===== src/rtl/hack_vga_pkg.sv =====
// Shared constants and types for the Hack screen scan-out: default 640x480@60 timing,
// Hack screen geometry (512x256 mono, 16-bit words, 32 words per row) and colours.
package hack_vga_pkg;

  // Default horizontal timing (pixels) and vertical timing (lines)
  localparam int unsigned DEF_H_VIS  = 640;
  localparam int unsigned DEF_H_FP   = 16;
  localparam int unsigned DEF_H_SYNC = 96;
  localparam int unsigned DEF_H_BP   = 48;
  localparam int unsigned DEF_V_VIS  = 480;
  localparam int unsigned DEF_V_FP   = 10;
  localparam int unsigned DEF_V_SYNC = 2;
  localparam int unsigned DEF_V_BP   = 33;

  localparam int unsigned H_TOTAL = DEF_H_VIS + DEF_H_FP + DEF_H_SYNC + DEF_H_BP;
  localparam int unsigned V_TOTAL = DEF_V_VIS + DEF_V_FP + DEF_V_SYNC + DEF_V_BP;

  // Default placement of the Hack image inside the visible area
  localparam int unsigned DEF_X_OFF = 64;
  localparam int unsigned DEF_Y_OFF = 112;

  // Hack screen geometry
  localparam int unsigned DEF_IMG_W     = 512;
  localparam int unsigned DEF_IMG_H     = 256;
  localparam int unsigned WORD_W        = 16;
  localparam int unsigned WORD_IDX_W    = 4;
  localparam int unsigned WORDS_PER_ROW = DEF_IMG_W / WORD_W;

  // Word fetch is issued this many pixel ticks ahead of the word's first column
  localparam int unsigned FETCH_LEAD = 2;

  localparam int unsigned CNT_W  = 10;
  localparam int unsigned ADDR_W = 13;
  localparam int unsigned RGB_W  = 3;

  localparam logic [RGB_W-1:0] FG_RGB     = 3'b000;
  localparam logic [RGB_W-1:0] BG_RGB     = 3'b111;
  localparam logic [RGB_W-1:0] BORDER_RGB = 3'b001;
  localparam logic [RGB_W-1:0] BLANK_RGB  = 3'b000;

  typedef logic [CNT_W-1:0] cnt_t;

  // Raw per-position decode from the timing generator (sync levels active-low)
  typedef struct packed {
    logic hsync_n;
    logic vsync_n;
    logic visible;
    logic vblank;
  } sync_flags_t;

  // Sum of the four segments of one timing axis
  function automatic int unsigned span_total(input int unsigned vis, input int unsigned fp,
                                             input int unsigned sync, input int unsigned bp);
    return vis + fp + sync + bp;
  endfunction

endpackage


===== src/rtl/vga_timing_gen.sv =====
// VGA raster timing: 25 MHz pixel enable from the 50 MHz clock, h/v counters and
// combinational sync/visible/vblank decode of the current counter position.
// Ports:
//   clk, reset_n  clock, asynchronous active-low reset
//   pix_en_o      high on every other clk; counters advance only on those clks
//   h_cnt_o       horizontal position 0..H_TOTAL-1
//   v_cnt_o       vertical position 0..V_TOTAL-1
//   flags_c_o     decode of the current h/v (not registered)
module vga_timing_gen
  import hack_vga_pkg::*;
#(
  parameter int unsigned H_VIS  = DEF_H_VIS,
  parameter int unsigned H_FP   = DEF_H_FP,
  parameter int unsigned H_SYNC = DEF_H_SYNC,
  parameter int unsigned H_BP   = DEF_H_BP,
  parameter int unsigned V_VIS  = DEF_V_VIS,
  parameter int unsigned V_FP   = DEF_V_FP,
  parameter int unsigned V_SYNC = DEF_V_SYNC,
  parameter int unsigned V_BP   = DEF_V_BP
) (
  input  logic        clk,
  input  logic        reset_n,
  output logic        pix_en_o,
  output cnt_t        h_cnt_o,
  output cnt_t        v_cnt_o,
  output sync_flags_t flags_c_o
);

  localparam cnt_t H_LAST   = CNT_W'(span_total(H_VIS, H_FP, H_SYNC, H_BP) - 1);
  localparam cnt_t V_LAST   = CNT_W'(span_total(V_VIS, V_FP, V_SYNC, V_BP) - 1);
  localparam cnt_t H_VIS_C  = CNT_W'(H_VIS);
  localparam cnt_t V_VIS_C  = CNT_W'(V_VIS);
  localparam cnt_t HS_START = CNT_W'(H_VIS + H_FP);
  localparam cnt_t HS_END   = CNT_W'(H_VIS + H_FP + H_SYNC);
  localparam cnt_t VS_START = CNT_W'(V_VIS + V_FP);
  localparam cnt_t VS_END   = CNT_W'(V_VIS + V_FP + V_SYNC);

  logic pix_en_q, pix_en_d;
  cnt_t h_cnt_q, h_cnt_d;
  cnt_t v_cnt_q, v_cnt_d;

  // Counter advance on pixel-enable clks
  always_comb begin
    pix_en_d = ~pix_en_q;
    h_cnt_d  = h_cnt_q;
    v_cnt_d  = v_cnt_q;
    if (pix_en_q) begin
      if (h_cnt_q == H_LAST) begin
        h_cnt_d = '0;
        v_cnt_d = (v_cnt_q == V_LAST) ? '0 : v_cnt_q + CNT_W'(1);
      end else begin
        h_cnt_d = h_cnt_q + CNT_W'(1);
      end
    end
  end

  always_ff @(posedge clk or negedge reset_n) begin
    if (!reset_n) begin
      pix_en_q <= 1'b0;
      h_cnt_q  <= '0;
      v_cnt_q  <= '0;
    end else begin
      pix_en_q <= pix_en_d;
      h_cnt_q  <= h_cnt_d;
      v_cnt_q  <= v_cnt_d;
    end
  end

  // Position decode
  always_comb begin
    flags_c_o.hsync_n = !((h_cnt_q >= HS_START) && (h_cnt_q < HS_END));
    flags_c_o.vsync_n = !((v_cnt_q >= VS_START) && (v_cnt_q < VS_END));
    flags_c_o.visible = (h_cnt_q < H_VIS_C) && (v_cnt_q < V_VIS_C);
    flags_c_o.vblank  = (v_cnt_q >= V_VIS_C);
  end

  assign pix_en_o = pix_en_q;
  assign h_cnt_o  = h_cnt_q;
  assign v_cnt_o  = v_cnt_q;

endmodule


===== src/rtl/hack_vga_scanout.sv =====
// Hack screen-map scan-out to 3-bit VGA: fetches 16-bit screen words one word ahead of
// display, serialises them LSB-first into the centred image window and registers
// pixel colour, syncs, vblank and frame_start from the same raster position.
// Ports:
//   clk, reset_n  50 MHz clock, asynchronous active-low reset
//   scr_addr      screen word address row*32 + col/16
//   scr_rd_en     one-clk read strobe; scr_data is captured on the following clk
//   scr_data      screen read data (latency 1)
//   pix           {R,G,B} colour
//   hsync, vsync  active-low syncs
//   vblank        high during vertical blanking lines
//   frame_start   one-clk pulse at raster position h=0, v=0
module hack_vga_scanout
  import hack_vga_pkg::*;
#(
  parameter int unsigned H_VIS  = DEF_H_VIS,
  parameter int unsigned H_FP   = DEF_H_FP,
  parameter int unsigned H_SYNC = DEF_H_SYNC,
  parameter int unsigned H_BP   = DEF_H_BP,
  parameter int unsigned V_VIS  = DEF_V_VIS,
  parameter int unsigned V_FP   = DEF_V_FP,
  parameter int unsigned V_SYNC = DEF_V_SYNC,
  parameter int unsigned V_BP   = DEF_V_BP,
  parameter int unsigned X_OFF  = DEF_X_OFF,
  parameter int unsigned Y_OFF  = DEF_Y_OFF,
  parameter int unsigned IMG_W  = DEF_IMG_W,
  parameter int unsigned IMG_H  = DEF_IMG_H
) (
  input  logic              clk,
  input  logic              reset_n,
  output logic [ADDR_W-1:0] scr_addr,
  output logic              scr_rd_en,
  input  logic [WORD_W-1:0] scr_data,
  output logic [RGB_W-1:0]  pix,
  output logic              hsync,
  output logic              vsync,
  output logic              vblank,
  output logic              frame_start
);

  localparam int unsigned ROW_WORDS = IMG_W / WORD_W;
  localparam cnt_t X_LO = CNT_W'(X_OFF);
  localparam cnt_t X_HI = CNT_W'(X_OFF + IMG_W);
  localparam cnt_t Y_LO = CNT_W'(Y_OFF);
  localparam cnt_t Y_HI = CNT_W'(Y_OFF + IMG_H);
  localparam cnt_t F_LO = CNT_W'(X_OFF - FETCH_LEAD);
  localparam cnt_t F_HI = CNT_W'(X_OFF - FETCH_LEAD + IMG_W);

  logic        pix_en;
  cnt_t        h_cnt, v_cnt;
  sync_flags_t flags_c;

  vga_timing_gen #(
    .H_VIS (H_VIS),  .H_FP (H_FP),  .H_SYNC (H_SYNC),  .H_BP (H_BP),
    .V_VIS (V_VIS),  .V_FP (V_FP),  .V_SYNC (V_SYNC),  .V_BP (V_BP)
  ) u_timing (
    .clk       (clk),
    .reset_n   (reset_n),
    .pix_en_o  (pix_en),
    .h_cnt_o   (h_cnt),
    .v_cnt_o   (v_cnt),
    .flags_c_o (flags_c)
  );

  logic [RGB_W-1:0]  pix_q, pix_d;
  logic              hsync_q, hsync_d, vsync_q, vsync_d, vblank_q, vblank_d;
  logic              frame_start_q, frame_start_d, rd_en_q, rd_en_d;
  logic [ADDR_W-1:0] addr_q, addr_d;
  logic [WORD_W-1:0] hold_q, hold_d, shift_q, shift_d;

  logic                  win_v_c, win_h_c, fetch_c, pix_bit_c;
  cnt_t                  row_c, fetch_rel_c;
  logic [WORD_IDX_W-1:0] col_lo_c;
  logic [ADDR_W-1:0]     fetch_addr_c;

  // Window / fetch decode of the current raster position
  always_comb begin
    win_v_c      = (v_cnt >= Y_LO) && (v_cnt < Y_HI);
    win_h_c      = (h_cnt >= X_LO) && (h_cnt < X_HI);
    row_c        = v_cnt - Y_LO;
    col_lo_c     = WORD_IDX_W'(h_cnt - X_LO);
    fetch_rel_c  = h_cnt - F_LO;
    fetch_c      = win_v_c && (h_cnt >= F_LO) && (h_cnt < F_HI) &&
                   (fetch_rel_c[WORD_IDX_W-1:0] == '0);
    fetch_addr_c = ADDR_W'(row_c) * ADDR_W'(ROW_WORDS) +
                   ADDR_W'(fetch_rel_c[CNT_W-1:WORD_IDX_W]);
    // First column of a word comes straight from the hold register, which the
    // shift register only picks up on this same tick.
    pix_bit_c    = (col_lo_c == '0) ? hold_q[0] : shift_q[col_lo_c];
  end

  // Next-state: strobes are one clk wide, everything else updates on pixel ticks
  always_comb begin
    pix_d         = pix_q;
    hsync_d       = hsync_q;
    vsync_d       = vsync_q;
    vblank_d      = vblank_q;
    addr_d        = addr_q;
    hold_d        = hold_q;
    shift_d       = shift_q;
    frame_start_d = 1'b0;
    rd_en_d       = 1'b0;

    if (rd_en_q) begin
      hold_d = scr_data;
    end

    if (pix_en) begin
      frame_start_d = (h_cnt == '0) && (v_cnt == '0);
      rd_en_d       = fetch_c;
      if (fetch_c) begin
        addr_d = fetch_addr_c;
      end
      if (win_v_c && win_h_c && (col_lo_c == '0)) begin
        shift_d = hold_q;
      end
      hsync_d  = flags_c.hsync_n;
      vsync_d  = flags_c.vsync_n;
      vblank_d = flags_c.vblank;
      if (!flags_c.visible) begin
        pix_d = BLANK_RGB;
      end else if (win_v_c && win_h_c) begin
        pix_d = pix_bit_c ? FG_RGB : BG_RGB;
      end else begin
        pix_d = BORDER_RGB;
      end
    end
  end

  always_ff @(posedge clk or negedge reset_n) begin
    if (!reset_n) begin
      pix_q         <= '0;
      hsync_q       <= 1'b1;
      vsync_q       <= 1'b1;
      vblank_q      <= 1'b0;
      frame_start_q <= 1'b0;
      rd_en_q       <= 1'b0;
      addr_q        <= '0;
      hold_q        <= '0;
      shift_q       <= '0;
    end else begin
      pix_q         <= pix_d;
      hsync_q       <= hsync_d;
      vsync_q       <= vsync_d;
      vblank_q      <= vblank_d;
      frame_start_q <= frame_start_d;
      rd_en_q       <= rd_en_d;
      addr_q        <= addr_d;
      hold_q        <= hold_d;
      shift_q       <= shift_d;
    end
  end

  assign pix         = pix_q;
  assign hsync       = hsync_q;
  assign vsync       = vsync_q;
  assign vblank      = vblank_q;
  assign frame_start = frame_start_q;
  assign scr_rd_en   = rd_en_q;
  assign scr_addr    = addr_q;

endmodule


===== config.mk =====
export PLATFORM = sky130hd
export DESIGN_NAME = hack_vga_scanout
export DESIGN_NICKNAME = d
export VERILOG_FILES = /design/src/rtl/hack_vga_pkg.sv /design/src/rtl/vga_timing_gen.sv /design/src/rtl/hack_vga_scanout.sv
export SDC_FILE = /design/constraint.sdc
export NUM_CORES = 1
export LEC_CHECK = 0
export ABC_AREA = 1
export BUFFER_PORTS_ARGS = -buffer_cell sky130_fd_sc_hd__buf_4
export CAP_MARGIN = 20
export CORE_MARGIN = 3
export CORE_UTILIZATION = 25
export CTS_CLUSTER_DIAMETER = 30
export DETAILED_ROUTE_END_ITERATION = 7
export PLACE_DENSITY_LB_ADDON = 0.08
export SLEW_MARGIN = 0
export SYNTH_ARGS = -nofsm -noshare
export SYNTH_HDL_FRONTEND = slang
export SYNTH_HIERARCHICAL = 1
export SYNTH_SLANG_ARGS = --single-unit

===== constraint.sdc =====
create_clock -name clk -period 2.2 [get_ports clk]
set_input_delay 0.11 -clock clk [delete_from_list [all_inputs] [get_ports clk]]
set_output_delay 0.11 -clock clk [all_outputs]
set_load 0.01 [all_outputs]

==> results <==
- The flow ran to the end, and the final reports show no timing, DRC or antenna violations.
- The total I/O pin count is 39.
- The start-to-end type of the worst setup path is reg2reg.
- Data arrives at the worst endpoint at 2.30 ns.
- The transition at the pin with the smallest max-transition slack is 0.5068 ns.
- Summed over all cells, the static leakage comes to 2.485 nW.
- The internal portion of the total power is 2.314 mW.
- The number of inserted filler cells in the final layout is 1678.
- The proportion of power drawn by combinational gates is 2.6%.
- For the worst-skew pair, the clock arrives at the later sink with an insertion delay of 0.34 ns.
- The area of the die is 17460 sq um.
- The initial antenna violation count is 0.
- Excluding fillers, the count of instances in the completed layout stands at 779.
- The via total after detailed routing is 3230.
- The ratio of routed vias to standard cells is 4.146.
- Timing would allow up to 482.4 MHz.
- The H-tree was split into 3 levels.
- For this run, design rule violations remaining after detail routing come to 0.
- In the final design database the tool counted 594 nets.
- The number of detailed-route iterations in the first pass is 4.
- The fraction of final layout cells sized beyond drive strength 1 is 22.71%.
- The library cell with the largest summed area after synthesis is sky130_fd_sc_hd__dfrtp_1.
- The total global routing track utilization is 11.68%.
- The HPWL after detailed placement is 6940 microns.
- In this run the deepest clock path goes through 2 buffers.
- The root buffer cell is sky130_fd_sc_hd__clkbuf_16.
- Power spread over the standard cell area amounts to 562.1 nW/um^2.
- Max-cap violations in this run came to 0.
- Averaged over all synthesized cells, the footprint is 8.167 sq um.
- Clock skew on the completed layout was measured at 0.01122 ns.
- Dividing the final minimum period by the clock period gives 94.23%.
- Counting I/O delays and the setup requirement, the final critical path takes 2.073 ns.
- The final setup TNS is 0 ns.
- For the worst setup path, the data required time is 2.43 ns.
- Yosys attributes the largest share of cell area to sky130_fd_sc_hd__dfrtp_1 (45%), sky130_fd_sc_hd__nand2_1 (13%), sky130_fd_sc_hd__inv_1 (5.7%), sky130_fd_sc_hd__nand3_1 (4.2%), sky130_fd_sc_hd__ha_1 (3.8%).
- Setup violations remaining at the end of the flow were counted as 0.
- The critical path contains buffers and inverters numbering 2 combined.
- The via count of the first global-routing pass was 3197.
- The number of clock buffers added by TritonCTS is 9.
- The final weighted congestion in routability-driven placement is 0.7818.
- In the final routed layout, each cell accounts on average for 12.26 microns.
- The power spent charging and discharging nets is 0.5855 mW.
- Of the total power, the share spent switching nets is 20.20%.
- The number of warnings reported in the yosys synthesis log is 6.
- After synthesis the cells add up to 3978 sq um.
- The proportion of power drawn by flip-flops and latches is 46.3%.
- The clock net in this run drives a total of 73 sinks.
- The critical-path cell with the highest stage delay is sky130_fd_sc_hd__dfrtp_2.
- The maximum fanout along the worst path is 3.
- In this run the standard cell core region covers 15370 sq um.
- The initial detailed-routing violation count is 175.
- The maximum VDD drop is 348.5 uV.
- The number of cells in the design after placement is 745.
- Measured against its own limit, the worst slew margin works out to 66.21%.
- The worst hold path belongs to the class in2reg.
- Synthesis produced a netlist whose cell count is 487.
- The kind of cell adding the most delay to the critical path is adder cells.
- The clock network fraction of total power is 51.0%.
- Setup repair after global routing could not meet its margin everywhere.
- TritonCTS built the clock tree.
- The synthesized net count is 517.
- Sequential elements use 45.99% of the synthesized area.
- The total count of max-transition violations in the final report is 0.
- The antenna diode count is 0.
- The initial utilization of the core area, before any placement, comes to 25.88%.
- The type of destination of the critical path is a register.
- The netlist uses 34 different library cells.
- The chip width is 132.1 microns.
- The signal on the critical path passes through ha_4, nand3_4, nor2_4, nor2_4, nand2_2, xor2_2, buf_4, ha_1, ha_2, nand4_1, xnor2_1, o21ai_2, inv_2.
- Measured along the y axis, the die boundary spans 132.1 microns.
- The area growth from synthesis to final layout is 29.66%.
- The residual antenna-violating net count after detailed routing is 0.
- The number of hold-slack violations in the final timing report is 0.
- The number of placement rows is 45.
- The global-route wire length before repair is 16500 microns.
- The largest single stage delay on the critical path is 0.42 ns.
- The register clock-pin slew on the reported worst setup and hold paths is 0.05 ns.
- Summed over all layers, the global routing overflow is 0.
- For this block, the routed nets add up to 9550 microns of wire.
- The number of port buffers is 38.
- The synthesis-stage register bit count is 73.
- The synthesized design devotes to its leading area cell type 44.67% of total area.
- The cell with the most instances on the worst path is sky130_fd_sc_hd__nor2_4.
- The kind of launch point of the worst setup path is a register.
- Entering global routing, the biggest net connects 39 pins.
## sequential cells by signal (all words and copies together), names as in the netlist
signal / count
pix: 2
vsync: 1
hsync: 1
frame_start: 1
u_timing/v_cnt_o: 10
scr_addr: 13
vblank: 1
hold_q: 16
shift_q: 16
u_timing/pix_en_o: 1
scr_rd_en: 1
u_timing/h_cnt_o: 10
## power groups by stage
| stage | combinational, mW | sequential, mW | clock [mW] |
|---|---|---|---|
| final | 0.0757 | 1.34 | 1.48 |
| after global routing | 0.0869 | 1.34 | 1.58 |
| after CTS | 0.0798 | 1.34 | 1.53 |
| after detailed placement | 0.0571 | 1.37 | 0 |
| after floorplan | 0.0000210 | 1.37 | 0 |
| after global placement | 0.0569 | 1.37 | 0 |
## path summary, 6_finish.rpt
check                                           startpoint                  endpoint  slack [ns]  depth (start not counted)
max                        u_timing/h_cnt_o[2]$_DFFE_PN0P_  scr_addr[11]$_DFFE_PN0P_        0.13                         13
min                                            scr_data[0]     hold_q[0]$_DFFE_PN0P_        0.02                          3
max reg2reg                u_timing/h_cnt_o[2]$_DFFE_PN0P_  scr_addr[11]$_DFFE_PN0P_        0.13                         13
min reg2reg                              hsync$_DFFE_PN1P_         hsync$_DFFE_PN1P_        0.47                          2
max in group asynchronous                          reset_n         hsync$_DFFE_PN1P_        1.24                          3
min in group asynchronous                          reset_n   scr_addr[7]$_DFFE_PN0P_        0.29                          2
## placed cells by master (no fill, tap or decap), types with 2 or more instances in the layout
cell type                       synthesis  layout
sky130_fd_sc_hd__a21oi_1                4       4
sky130_fd_sc_hd__buf_4                  4      66
sky130_fd_sc_hd__clkbuf_16              0       9
sky130_fd_sc_hd__clkbuf_8               0       2
sky130_fd_sc_hd__clkinv_2               0       2
sky130_fd_sc_hd__dfrtp_1               71      70
sky130_fd_sc_hd__dfstp_2                2       2
sky130_fd_sc_hd__dlygate4sd3_1          0      16
sky130_fd_sc_hd__ha_1                  12       9
sky130_fd_sc_hd__ha_2                   0       2
sky130_fd_sc_hd__inv_1                 60      60
sky130_fd_sc_hd__inv_2                  4       4
sky130_fd_sc_hd__nand2_1              135     134
sky130_fd_sc_hd__nand2_2                4       5
sky130_fd_sc_hd__nand3_1               33      31
sky130_fd_sc_hd__nand3_2                2       3
sky130_fd_sc_hd__nand4_1                9       9
sky130_fd_sc_hd__nor2_1                36      34
sky130_fd_sc_hd__nor2_2                 3       3
sky130_fd_sc_hd__nor2_4                 0       2
sky130_fd_sc_hd__nor3_1                 4       4
sky130_fd_sc_hd__nor3_2                 5       5
sky130_fd_sc_hd__nor3_4                 2       2
sky130_fd_sc_hd__o21ai_0               29      29
sky130_fd_sc_hd__o21ai_1               16      16
sky130_fd_sc_hd__o21ai_2               12      12
sky130_fd_sc_hd__xnor2_1                4       4
sky130_fd_sc_hd__xor2_1                14      13
## synthesized netlist by cell type, drive strengths merged
cell type  number
nand2         139
dfstp           2
o21ai          57
nor4            1
nand4          11
a211oi          1
nor3           11
dfrtp          71
nor3b           1
clkbuf          3
or2             1
a21oi           4
xor2           14
buf            14
xnor2           4
o2111ai         1
nor2           40
nand3          35
inv            64
ha             12
o21bai          1
## cell type report
class,instances,area [sq um],area share [%]
Clock buffer,12,256.5,4.973
Tap cell,211,264.0,5.119
Timing Repair Buffer,83,675.6,13.10
Sequential cell,73,1831,35.49
Inverter,64,240.2,4.658
Clock inverter,3,40.04,0.7763
Multi-Input combinational cell,333,1851,35.88
## kinds of logic (layout without fill, tap and decap cells)
group,Yosys count,count (layout),share of synthesized area [%]
xor+xnor,18,18,3.963
flops,73,73,45.99
buf+inv,81,162,9.122
simple gates,239,239,27.74
compound gates,64,64,9.406
fa+ha+maj,12,12,3.775
## stage by stage
stage               cell area (sq um)  util [%]  hold WS, ns  setup slack (ns)  power (mW)
floorplan                        3984         -      -0.1856           0.02231       1.368
global placement                 4618     30.04       0.1243           0.04847       1.424
detailed placement               4618     30.04       0.1223           0.02280       1.424
CTS                              5075     33.02      0.01230          0.008846       2.952
global route                     5157     33.55      0.02305          -0.02444       3.005
finish                           5157     33.55      0.01864            0.1269       2.899
## per-layer routing
metal / global-route usage (%) / vias to the layer above / part of all wire (%)
met5: 0 / - / 0
met3: 2.519 / 10 / 2.7
met1: 17.39 / 1482 / 55
li1: - / 1698 / -
met2: 16.05 / 40 / 40
met4: 5.251 / 0 / 2.0
## repair_timing
item	in CTS	in global routing
buffers inserted	0	3
gates resized for setup	0	13
hold buffers	16	0
hold endpoints to repair	50	0
endpoints found under the setup margin	0	4
## tightest hold or removal path: stages
cell                      delay, ns
sky130_fd_sc_hd__buf_4         0.08
sky130_fd_sc_hd__nand2_1       0.05
sky130_fd_sc_hd__o21ai_0       0.08
No activity file was read; power rests on OpenSTA's default activity.
